==> src/rtl/layer_tile_sequencer.sv <==
// Layer tile sequencer: splits one CNN layer into SYSTOLIC_SIZE x SYSTOLIC_SIZE
// filter/channel tiles and issues one command per tile to the PE-array datapath.
module layer_tile_sequencer #(
    parameter int SYSTOLIC_SIZE = 16,
    parameter int OFM_RAM_SIZE  = 2378675,
    parameter int ADDR_W        = $clog2(OFM_RAM_SIZE)
) (
    input  logic              clk,
    input  logic              rst_n,
    input  logic              start_layer,
    input  logic [8:0]        ifm_size,
    input  logic [10:0]       ifm_channel,
    input  logic [1:0]        kernel_size,
    input  logic [10:0]       num_filter,
    input  logic              maxpool_mode,
    input  logic [1:0]        maxpool_stride,
    input  logic              upsample_mode,
    input  logic [ADDR_W-1:0] start_read_addr,
    input  logic [ADDR_W-1:0] start_write_addr,
    output logic              cmd_valid,
    input  logic              cmd_ready,
    output logic [ADDR_W-1:0] cmd_read_addr,
    output logic [ADDR_W-1:0] cmd_write_addr,
    output logic [4:0]        cmd_num_ch,
    output logic [4:0]        cmd_num_filter,
    output logic [1:0]        cmd_kernel_size,
    output logic              cmd_first_ch,
    output logic              cmd_last_ch,
    input  logic              tile_done,
    output logic              busy,
    output logic              done_layer
);

    localparam int SHIFT = $clog2(SYSTOLIC_SIZE);
    localparam int GRP_W = 12;
    localparam logic [GRP_W-1:0] GRP_ONE = GRP_W'(1);

    typedef enum logic [2:0] {IDLE, SETUP, ISSUE, WAIT, NEXT, DONE} state_t;

    typedef struct packed {
        logic [8:0]        ifm_size;
        logic [10:0]       ifm_channel;
        logic [1:0]        kernel_size;
        logic [10:0]       num_filter;
        logic              maxpool_mode;
        logic [1:0]        maxpool_stride;
        logic              upsample_mode;
        logic [ADDR_W-1:0] start_read_addr;
        logic [ADDR_W-1:0] start_write_addr;
    } cfg_t;

    state_t            state_q, state_d;
    cfg_t              cfg_q, cfg_d;
    logic [ADDR_W-1:0] rstep_q, rstep_d, wstep_q, wstep_d;
    logic [ADDR_W-1:0] rd_ptr_q, rd_ptr_d, wr_ptr_q, wr_ptr_d;
    logic [GRP_W-1:0]  n_cg_q, n_cg_d, n_fg_q, n_fg_d;
    logic [GRP_W-1:0]  cg_q, cg_d, fg_q, fg_d;

    logic [9:0]        osize;
    logic [19:0]       ipl, opl;
    logic [GRP_W-1:0]  n_cg_calc, n_fg_calc;
    logic              last_cg, last_fg, issue;

    // Plane sizes and group counts derived from the shadow copy of the config
    always_comb begin
        if (cfg_q.maxpool_mode && cfg_q.maxpool_stride == 2'd2) begin
            osize = {1'b0, cfg_q.ifm_size} >> 1;
        end else if (cfg_q.upsample_mode) begin
            osize = {cfg_q.ifm_size, 1'b0};
        end else begin
            osize = {1'b0, cfg_q.ifm_size};
        end
        ipl       = 20'(cfg_q.ifm_size) * 20'(cfg_q.ifm_size);
        opl       = 20'(osize) * 20'(osize);
        n_cg_calc = (GRP_W'(cfg_q.ifm_channel) + GRP_W'(SYSTOLIC_SIZE - 1)) >> SHIFT;
        n_fg_calc = (GRP_W'(cfg_q.num_filter) + GRP_W'(SYSTOLIC_SIZE - 1)) >> SHIFT;
        last_cg   = (cg_q == n_cg_q - GRP_ONE);
        last_fg   = (fg_q == n_fg_q - GRP_ONE);
    end

    always_comb begin
        state_d  = state_q;
        cfg_d    = cfg_q;
        rstep_d  = rstep_q;
        wstep_d  = wstep_q;
        rd_ptr_d = rd_ptr_q;
        wr_ptr_d = wr_ptr_q;
        n_cg_d   = n_cg_q;
        n_fg_d   = n_fg_q;
        cg_d     = cg_q;
        fg_d     = fg_q;
        case (state_q)
            IDLE: begin
                if (start_layer) begin
                    cfg_d = '{ifm_size, ifm_channel, kernel_size, num_filter, maxpool_mode,
                              maxpool_stride, upsample_mode, start_read_addr, start_write_addr};
                    state_d = SETUP;
                end
            end
            SETUP: begin
                rstep_d  = ADDR_W'(ipl) << SHIFT;
                wstep_d  = ADDR_W'(opl) << SHIFT;
                n_cg_d   = n_cg_calc;
                n_fg_d   = n_fg_calc;
                rd_ptr_d = cfg_q.start_read_addr;
                wr_ptr_d = cfg_q.start_write_addr;
                cg_d     = '0;
                fg_d     = '0;
                state_d  = (n_cg_calc == '0 || n_fg_calc == '0) ? DONE : ISSUE;
            end
            ISSUE: begin
                if (cmd_ready) state_d = WAIT;
            end
            WAIT: begin
                if (tile_done) state_d = NEXT;
            end
            NEXT: begin
                // Channel groups form the inner loop; the filter group advances on wrap
                if (!last_cg) begin
                    cg_d     = cg_q + GRP_ONE;
                    rd_ptr_d = rd_ptr_q + rstep_q;
                end else begin
                    cg_d     = '0;
                    rd_ptr_d = cfg_q.start_read_addr;
                    fg_d     = fg_q + GRP_ONE;
                    wr_ptr_d = wr_ptr_q + wstep_q;
                end
                state_d = (last_cg && last_fg) ? DONE : ISSUE;
            end
            DONE:    state_d = IDLE;
            default: state_d = IDLE;
        endcase
    end

    always_ff @(posedge clk or negedge rst_n) begin
        if (!rst_n) begin
            state_q  <= IDLE;
            cfg_q    <= '0;
            rstep_q  <= '0;
            wstep_q  <= '0;
            rd_ptr_q <= '0;
            wr_ptr_q <= '0;
            n_cg_q   <= '0;
            n_fg_q   <= '0;
            cg_q     <= '0;
            fg_q     <= '0;
        end else begin
            state_q  <= state_d;
            cfg_q    <= cfg_d;
            rstep_q  <= rstep_d;
            wstep_q  <= wstep_d;
            rd_ptr_q <= rd_ptr_d;
            wr_ptr_q <= wr_ptr_d;
            n_cg_q   <= n_cg_d;
            n_fg_q   <= n_fg_d;
            cg_q     <= cg_d;
            fg_q     <= fg_d;
        end
    end

    // Command fields are only driven while a command is offered, so they read 0 otherwise
    always_comb begin
        issue           = (state_q == ISSUE);
        cmd_valid       = issue;
        cmd_read_addr   = issue ? rd_ptr_q : '0;
        cmd_write_addr  = issue ? wr_ptr_q : '0;
        cmd_num_ch      = '0;
        cmd_num_filter  = '0;
        if (issue) begin
            cmd_num_ch     = last_cg ? 5'(cfg_q.ifm_channel) - 5'(cg_q << SHIFT) : 5'(SYSTOLIC_SIZE);
            cmd_num_filter = last_fg ? 5'(cfg_q.num_filter) - 5'(fg_q << SHIFT) : 5'(SYSTOLIC_SIZE);
        end
        cmd_kernel_size = issue ? cfg_q.kernel_size : '0;
        cmd_first_ch    = issue && (cg_q == '0);
        cmd_last_ch     = issue && last_cg;
        busy            = (state_q != IDLE);
        done_layer      = (state_q == DONE);
    end

endmodule
==> config.mk <==
export PLATFORM = sky130hd
export DESIGN_NAME = layer_tile_sequencer
export DESIGN_NICKNAME = d
export VERILOG_FILES = /design/src/rtl/layer_tile_sequencer.sv
export SDC_FILE = /design/constraint.sdc
export NUM_CORES = 1
export LEC_CHECK = 0
export BUFFER_PORTS_ARGS = -buffer_cell sky130_fd_sc_hd__buf_4
export CAP_MARGIN = 5
export CORE_ASPECT_RATIO = 1.75
export CORE_MARGIN = 3
export CORE_UTILIZATION = 25
export CTS_BUF_LIST = sky130_fd_sc_hd__clkbuf_16
export DETAILED_ROUTE_END_ITERATION = 16
export SYNTH_ARGS = -nofsm -noshare
export SYNTH_HDL_FRONTEND = slang
export SYNTH_SLANG_ARGS = --single-unit
==> constraint.sdc <==
create_clock -name clk -period 6.47 [get_ports clk]
set_clock_uncertainty 0.1 [all_clocks]
set_input_delay 0.647 -clock clk [delete_from_list [all_inputs] [get_ports clk]]
set_output_delay 0.647 -clock clk [all_outputs]
set_load 0.02 [all_outputs]
==> metrics.txt, run 1 <==
status=finished clean; Fmax achieved=163 MHz; type of origin of the critical path=flop; CTS tree=built; post-synthesis cell count=1659; CTS Buf Count=22; Routed WL=43600 um; initial drt markers=639; Layout area overhead=17.7%; total die area=64700 sq um; Clock Tree Buf Depth=3; post-synth top area share=0.328; met2 WL=24200 um; clk slew on worst S/H paths=0.07 ns; Sink Count=202; vias in the first global route=13.2k; syn_nets=1939; Die X-Extent=194 um; first-pass GRT wire length=70100 um; RSZ-0062 raised after global routing=no; Hold WC Path Type=primary input to async pin; post-CTS setup buffers=0; nets@finish=2064; met1 WL=16600 um; setup slack, reg-to-reg=0.34 ns; GRT Residual Overflow=0; post-route ant nets=0; max-slew violation count=0; TritonRoute pass-1 iters=6; synth unique cells=70; register area=5060 sq um; Finish-stage setup viols=0; synth warn=0; count of standard-cell rows=119; initial core utilization=0.254; WL per Instance=16.9 um; Core Area=60600 sq um; vias=12.2k; hpwl dp=33900 um; crit path launch=cfg_q[45]; slowest stage cell, crit path=fa_1; ranking of synthesized cells by area=dfrtp_1, fa_1, ha_1; clock latency at the later pin of the worst-skew pair=0.53 ns; Synth Register Bits=202; post-synthesis async set-or-reset flop share=1.00; Synth area leader=dfrtp_1; worst-margin pin slew=1.09 ns; setup_tns=0 ns; IO buf count=146; number of synthesized flops with an enable pin=0; arrival time worst endpoint=6.42 ns; Final GP Congestion=0.889; crit end category=flop; initial antenna violation count=2; mapped cell area=15400 sq um; post-synthesis average cell area=9.28 sq um; CP cell instances=nand3b_1 -> o21ai_0 -> clkinv_1 -> nand2_1 -> inv_1 -> fa_1 -> fa_1 -> fa_1 -> fa_1 -> fa_1 -> ha_1 -> nand2_1 -> nor2_1 -> a21oi_1 -> a21oi_1 -> a2111oi_0 -> buf_4 -> a21oi_1 -> xnor2_1 -> o21ai_0; Post-synth top flop=dfrtp_1; commonest non-fill, non-tap cell in the layout=nand2_1; largest net degree at the start of global routing=113; Crit path required time=6.76 ns; max incr delay on CP=0.57 ns; gr usage total=0.133; share of layout cells above drive strength 1=0.169; worst-case reg-to-reg path depth=20; final worst-path cycle share=0.947; Seq/Total Area, Yosys=0.328; max-cap viol count=0; Filler cells=6284; CTS resizes=0; Routed met3 length=1230 um; fin crit period=6.13 ns; final hold viol count=0; num ports=147; cell at the root of the clock tree=clkbuf_16; # DRC=0; CP max FO=7; hold_buf cts=0; top layer in use=met4; H-tree depth=1; Critical Path Most Common Cell=fa_1; startpoint of the worst register-to-register path=cfg_q[45]; Chip Height=334 um; Setup CP Type=flop to flop; r2r endpoint=wstep_q[21]; DR vias/cell=4.74; most frequent cells in the layout=nand2_1, dfrtp_1, buf_4, inv_1, ha_1; Rel. slew slack=0.273; area of the multi-input gates=9500 sq um
## state kept, by name (all words and copies together) (netlist names)
register  cells
n_fg_q        8
rd_ptr_q     22
cfg_q        81
wr_ptr_q     22
rstep_q      17
cg_q         12
fg_q         12
n_cg_q        8
state_q       3
wstep_q      17
## through the flow
| step | instances | util | setup slack, ns | instance area [sq um] | hold slack (ns) |
|---|---|---|---|---|---|
| global route | 2585 | 0.299 | 0.0170 | 18100 | 0.120 |
| global placement | 2546 | 0.288 | 0.418 | 17400 | 0.345 |
| detailed placement | 2546 | 0.288 | 0.320 | 17400 | 0.355 |
| finish | 2586 | 0.299 | 0.341 | 18100 | 0.0593 |
| CTS | 2584 | 0.299 | 0.316 | 18100 | 0.125 |
| floorplan | 1659 | - | 0.530 | 15400 | 0.251 |
## kinds of logic after synthesis
family / share of synthesized area
xor gates and xnor gates: 0.0637
adders and majority gates: 0.197
AOI/OAI and AO/OA: 0.119
other: 0.000488
DFF: 0.328
and+or+nand+nor: 0.172
buffers and inverters: 0.0566
muxes: 0.0624
## worst max-delay path, delay by kind of cell (launching register included)
kind / cells / cell delay (ns)
fa+ha+maj: 6 / 2.84
xor+xnor: 1 / 0.16
compound gates: 6 / 1.45
buf+inv: 3 / 0.44
flops: 1 / 0.38
simple gates: 4 / 0.63
## area by class of cell
cell class | count | share of cell area
inverter | 158 | 0.0327
timing repair buffer | 172 | 0.0722
multi-input combinational | 1228 | 0.524
sequential | 202 | 0.279
tap | 786 | 0.0542
antenna | 2 | 0.000276
clock inverter | 16 | 0.00745
clock buffer | 22 | 0.0304
## how the worst max path moves through the flow
stage,endpoint
3_5_place_dp,wstep_q[21]
3_3_place_gp,wstep_q[21]
5_1_grt,wstep_q[21]
2_1_floorplan,wstep_q[21]
4_1_cts,wstep_q[21]
6_report,wstep_q[21]
## synth_stat cells (9+ instances only)
master / n
a21oi_1: 55
inv_1: 157
or3_1: 10
xnor2_1: 60
or2_2: 9
a31oi_1: 20
a22oi_1: 10
ha_1: 113
and2_1: 43
a21o_1: 13
o21ai_0: 105
mux2_2: 80
nand2b_1: 10
fa_1: 81
clkbuf_1: 55
nand2_1: 205
o21a_1: 14
dfrtp_1: 202
nand3_1: 30
nor4_1: 12
xor2_1: 52
and3_1: 62
nor2_1: 88
nor3_1: 24
## layer usage
metal | vias up | track usage
li1 | 5915 | -
met1 | 6062 | 0.141
met2 | 196 | 0.265
met3 | 74 | 0.0147
met4 | 0 | 0.0510
met5 | - | 0
Power of run 1 is left out: the tool's default activity adds up to more than one toggle a clock period on the data nets, which glitch-free logic cannot reach.
==> run 2: changes to the inputs <==
--- a/config.mk
+++ b/config.mk
@@ -5,6 +5,7 @@
 export SDC_FILE = /design/constraint.sdc
 export NUM_CORES = 1
 export LEC_CHECK = 0
+export ABC_AREA = 1
 export BUFFER_PORTS_ARGS = -buffer_cell sky130_fd_sc_hd__buf_4
 export CAP_MARGIN = 5
 export CORE_ASPECT_RATIO = 1.75
==> metrics.txt, run 2 <==
post-synthesis async set-or-reset flop share=1.00 (unchanged); max-cap viol count=0 (unchanged); DR vias/cell=4.47 (-5.6%); Filler cells=6918 (+10%); post-route ant nets=0 (unchanged); # DRC=0 (unchanged); ranking of synthesized cells by area=dfrtp_1, nand2_1, fa_1; initial drt markers=577 (-9.7%); CTS resizes=0 (unchanged); final worst-path cycle share=0.902 (-0.0452); Setup CP Type=flop to flop; CP cell instances=inv_1 -> nand3_2 -> o21ai_0 -> inv_1 -> nor2_1 -> inv_1 -> fa_1 -> fa_1 -> inv_1 -> ha_1 -> fa_1 -> inv_1 -> fa_1 -> inv_1 -> ha_1 -> a21o_1 -> a21oi_1 -> inv_1 -> a21o_1 -> nand2_1 -> nand3b_1 -> nand3_1 -> nand2_1; Post-Synth XOR/XNOR Area=0.0340 (-0.0297); CTS tree=built; first-pass GRT wire length=72300 um (+3.2%); gr usage total=0.133 (+0.000235); Chip Height=342 um (+2.3%); Clock Tree Buf Depth=3 (unchanged); cell at the root of the clock tree=clkbuf_16; Sink Count=202 (unchanged); CP bufs+invs=7 (+4); Hold WC Path Type=primary input to flop; main combinational cell family by area after synthesis=simple AND/OR/NAND/NOR gates; vias=13.8k (+12%); r2r endpoint=wstep_q[18]; worst-margin pin slew=0.831 ns (-0.260 ns); Crit path required time=6.78 ns (+0.02 ns); Routed WL=45600 um (+4.4%); Layout area overhead=17.2%; count of standard-cell rows=122 (+2.5%); max incr delay on CP=0.61 ns (+0.04 ns); IO buf count=146 (unchanged); syn_nets=2407 (+24%); synth cell count leaders=nand2_1, inv_1, nor2_1, dfrtp_1, o21ai_0; Fin Hold WS=0.236 ns (+0.177 ns); H-tree depth=1 (unchanged); crit end category=flop; status=finished clean; synth warn=0 (unchanged); critical hold path startpoint=start_read_addr[12]; share of layout cells above drive strength 1=0.117 (-0.0515); Post-Synth Simple-Gate Area=0.236 (+0.0637); CP delay by family, top=adder cells; Finish-stage setup viols=0 (unchanged); most frequent cells in the layout=nand2_1, inv_1, nor2_1, dfrtp_1, buf_4; type of origin of the critical path=flop; Inserted Diodes=0 (-2); hold_buf cts=1 (+1); Rel. slew slack=0.446 (+0.173); TritonRoute pass-1 iters=5 (-1); Synth area leader=dfrtp_1; post-synthesis average cell area=7.58 sq um (-18%); startpoint of the worst register-to-register path=cfg_q[45]; fraction of the mapped netlist area in adder cells=0.188 (-0.00888); post-synth top area share=0.313 (-0.0148); hpwl dp=36000 um (+6.3%); Synth Area in Compound Gates=0.101 (-0.0184); GRT Residual Overflow=0 (unchanged); Inst Count DP=3035 (+19%); multiplexer share of the synthesized area=0.0286 (-0.0338); total die area=67700 sq um (+4.6%); Post-synth top flop=dfrtp_1; commonest non-fill, non-tap cell in the layout=nand2_1; worst-case reg-to-reg path depth=23 (+15%); arrival time worst endpoint=6.15 ns (-0.27 ns); Final Util=0.298 (-0.00157); num ports=147 (unchanged); Final GP Congestion=0.850 (-4.4%); WL per Instance=14.8 um (-12%); Critical Path Most Common Cell=inv_1; post-CTS setup buffers=0 (unchanged); Seq/Total Area, Yosys=0.313 (-0.0148); mapped cell area=16100 sq um (+4.7%); final non-filler cell total=3079 (+19%); post-synthesis cell count=2127 (+28%); nets@finish=2536 (+23%); hold endpoint=cfg_q[34]; initial core utilization=0.254 (about the same); largest net degree at the start of global routing=133 (+18%); top flop regs=cfg_q: 81 flops, rd_ptr_q: 22 flops, wr_ptr_q: 22 flops; max FFs per register=81 (unchanged); setup slack, reg-to-reg=0.63 ns (+0.29 ns); slowest stage cell, crit path=o21ai_0; clock latency at the later pin of the worst-skew pair=0.54 ns (about the same); max-slew violation count=0 (unchanged); largest reg by FF count=cfg_q; synth unique cells=42 (-40%); Core Area=63500 sq um (+4.8%); top-count cell post-synth=nand2_1; initial antenna violation count=0 (-2); Synth Register Bits=202 (unchanged); Die X-Extent=198 um (+2.3%); clk slew on worst S/H paths=0.06 ns (about the same); RSZ-0062 raised after global routing=no; setup_tns=0 ns (unchanged); hold path depth=2; CP max FO=18 (+11); vias in the first global route=13.9k (+4.9%); CTS Buf Count=24 (+9.1%); final hold viol count=0 (unchanged); fin crit period=5.84 ns (-0.292 ns); Fmax achieved=171 MHz (+5.0%); number of synthesized flops with an enable pin=0 (unchanged)
[run 2: layer usage]
| layer | up-vias | part of all wire | GRT usage |
|---|---|---|---|
| met1 | 6444 | 0.40 | 0.152 |
| met2 | 253 | 0.53 | 0.254 |
| met5 | - | 0 | 0 |
| li1 | 7005 | - | - |
| met3 | 69 | 0.040 | 0.0149 |
| met4 | 0 | 0.031 | 0.0452 |
[run 2: metrics by stage]
step	setup slack (ns)	cell area [sq um]
floorplan	1.17	16100
global placement	0.770	18100
detailed placement	0.659	18100
CTS	0.613	18900
global route	0.102	18900
finish	0.633	18900
[run 2: cells by family (layout without fill, tap and decap cells)]
family | after synthesis | count (layout)
xor gates and xnor gates | 61 | 61
AOI/OAI and AO/OA | 297 | 297
DFF | 202 | 202
and+or+nand+nor | 919 | 919
buffers and inverters | 411 | 557
other | 2 | 2
adders and majority gates | 194 | 194
muxes | 41 | 41
[run 2: worst max-delay path by stage]
| stage | start | endpoint | slack, ns | depth (start not counted) |
|---|---|---|---|---|
| 5_1_grt | cfg_q[45] | wstep_q[21] | 0.10 | 22 |
| 6_report | cfg_q[45] | wstep_q[18] | 0.63 | 23 |
| 2_1_floorplan | cfg_q[45] | wstep_q[18] | 1.17 | 24 |
| 4_1_cts | cfg_q[45] | wstep_q[21] | 0.61 | 24 |
| 3_5_place_dp | cfg_q[45] | wstep_q[21] | 0.66 | 24 |
| 3_3_place_gp | cfg_q[45] | wstep_q[18] | 0.77 | 23 |
[run 2: cell type report]
cell class | instances | area [sq um] | area share
clock buffer | 25 | 626 | 0.0331
tap | 806 | 1010 | 0.0534
sequential | 202 | 5050 | 0.267
inverter | 351 | 1320 | 0.0697
timing repair buffer | 163 | 1250 | 0.0659
multi-input combinational | 1514 | 9500 | 0.503
clock inverter | 18 | 146 | 0.00774
Power of run 2 is left out for the same reason.
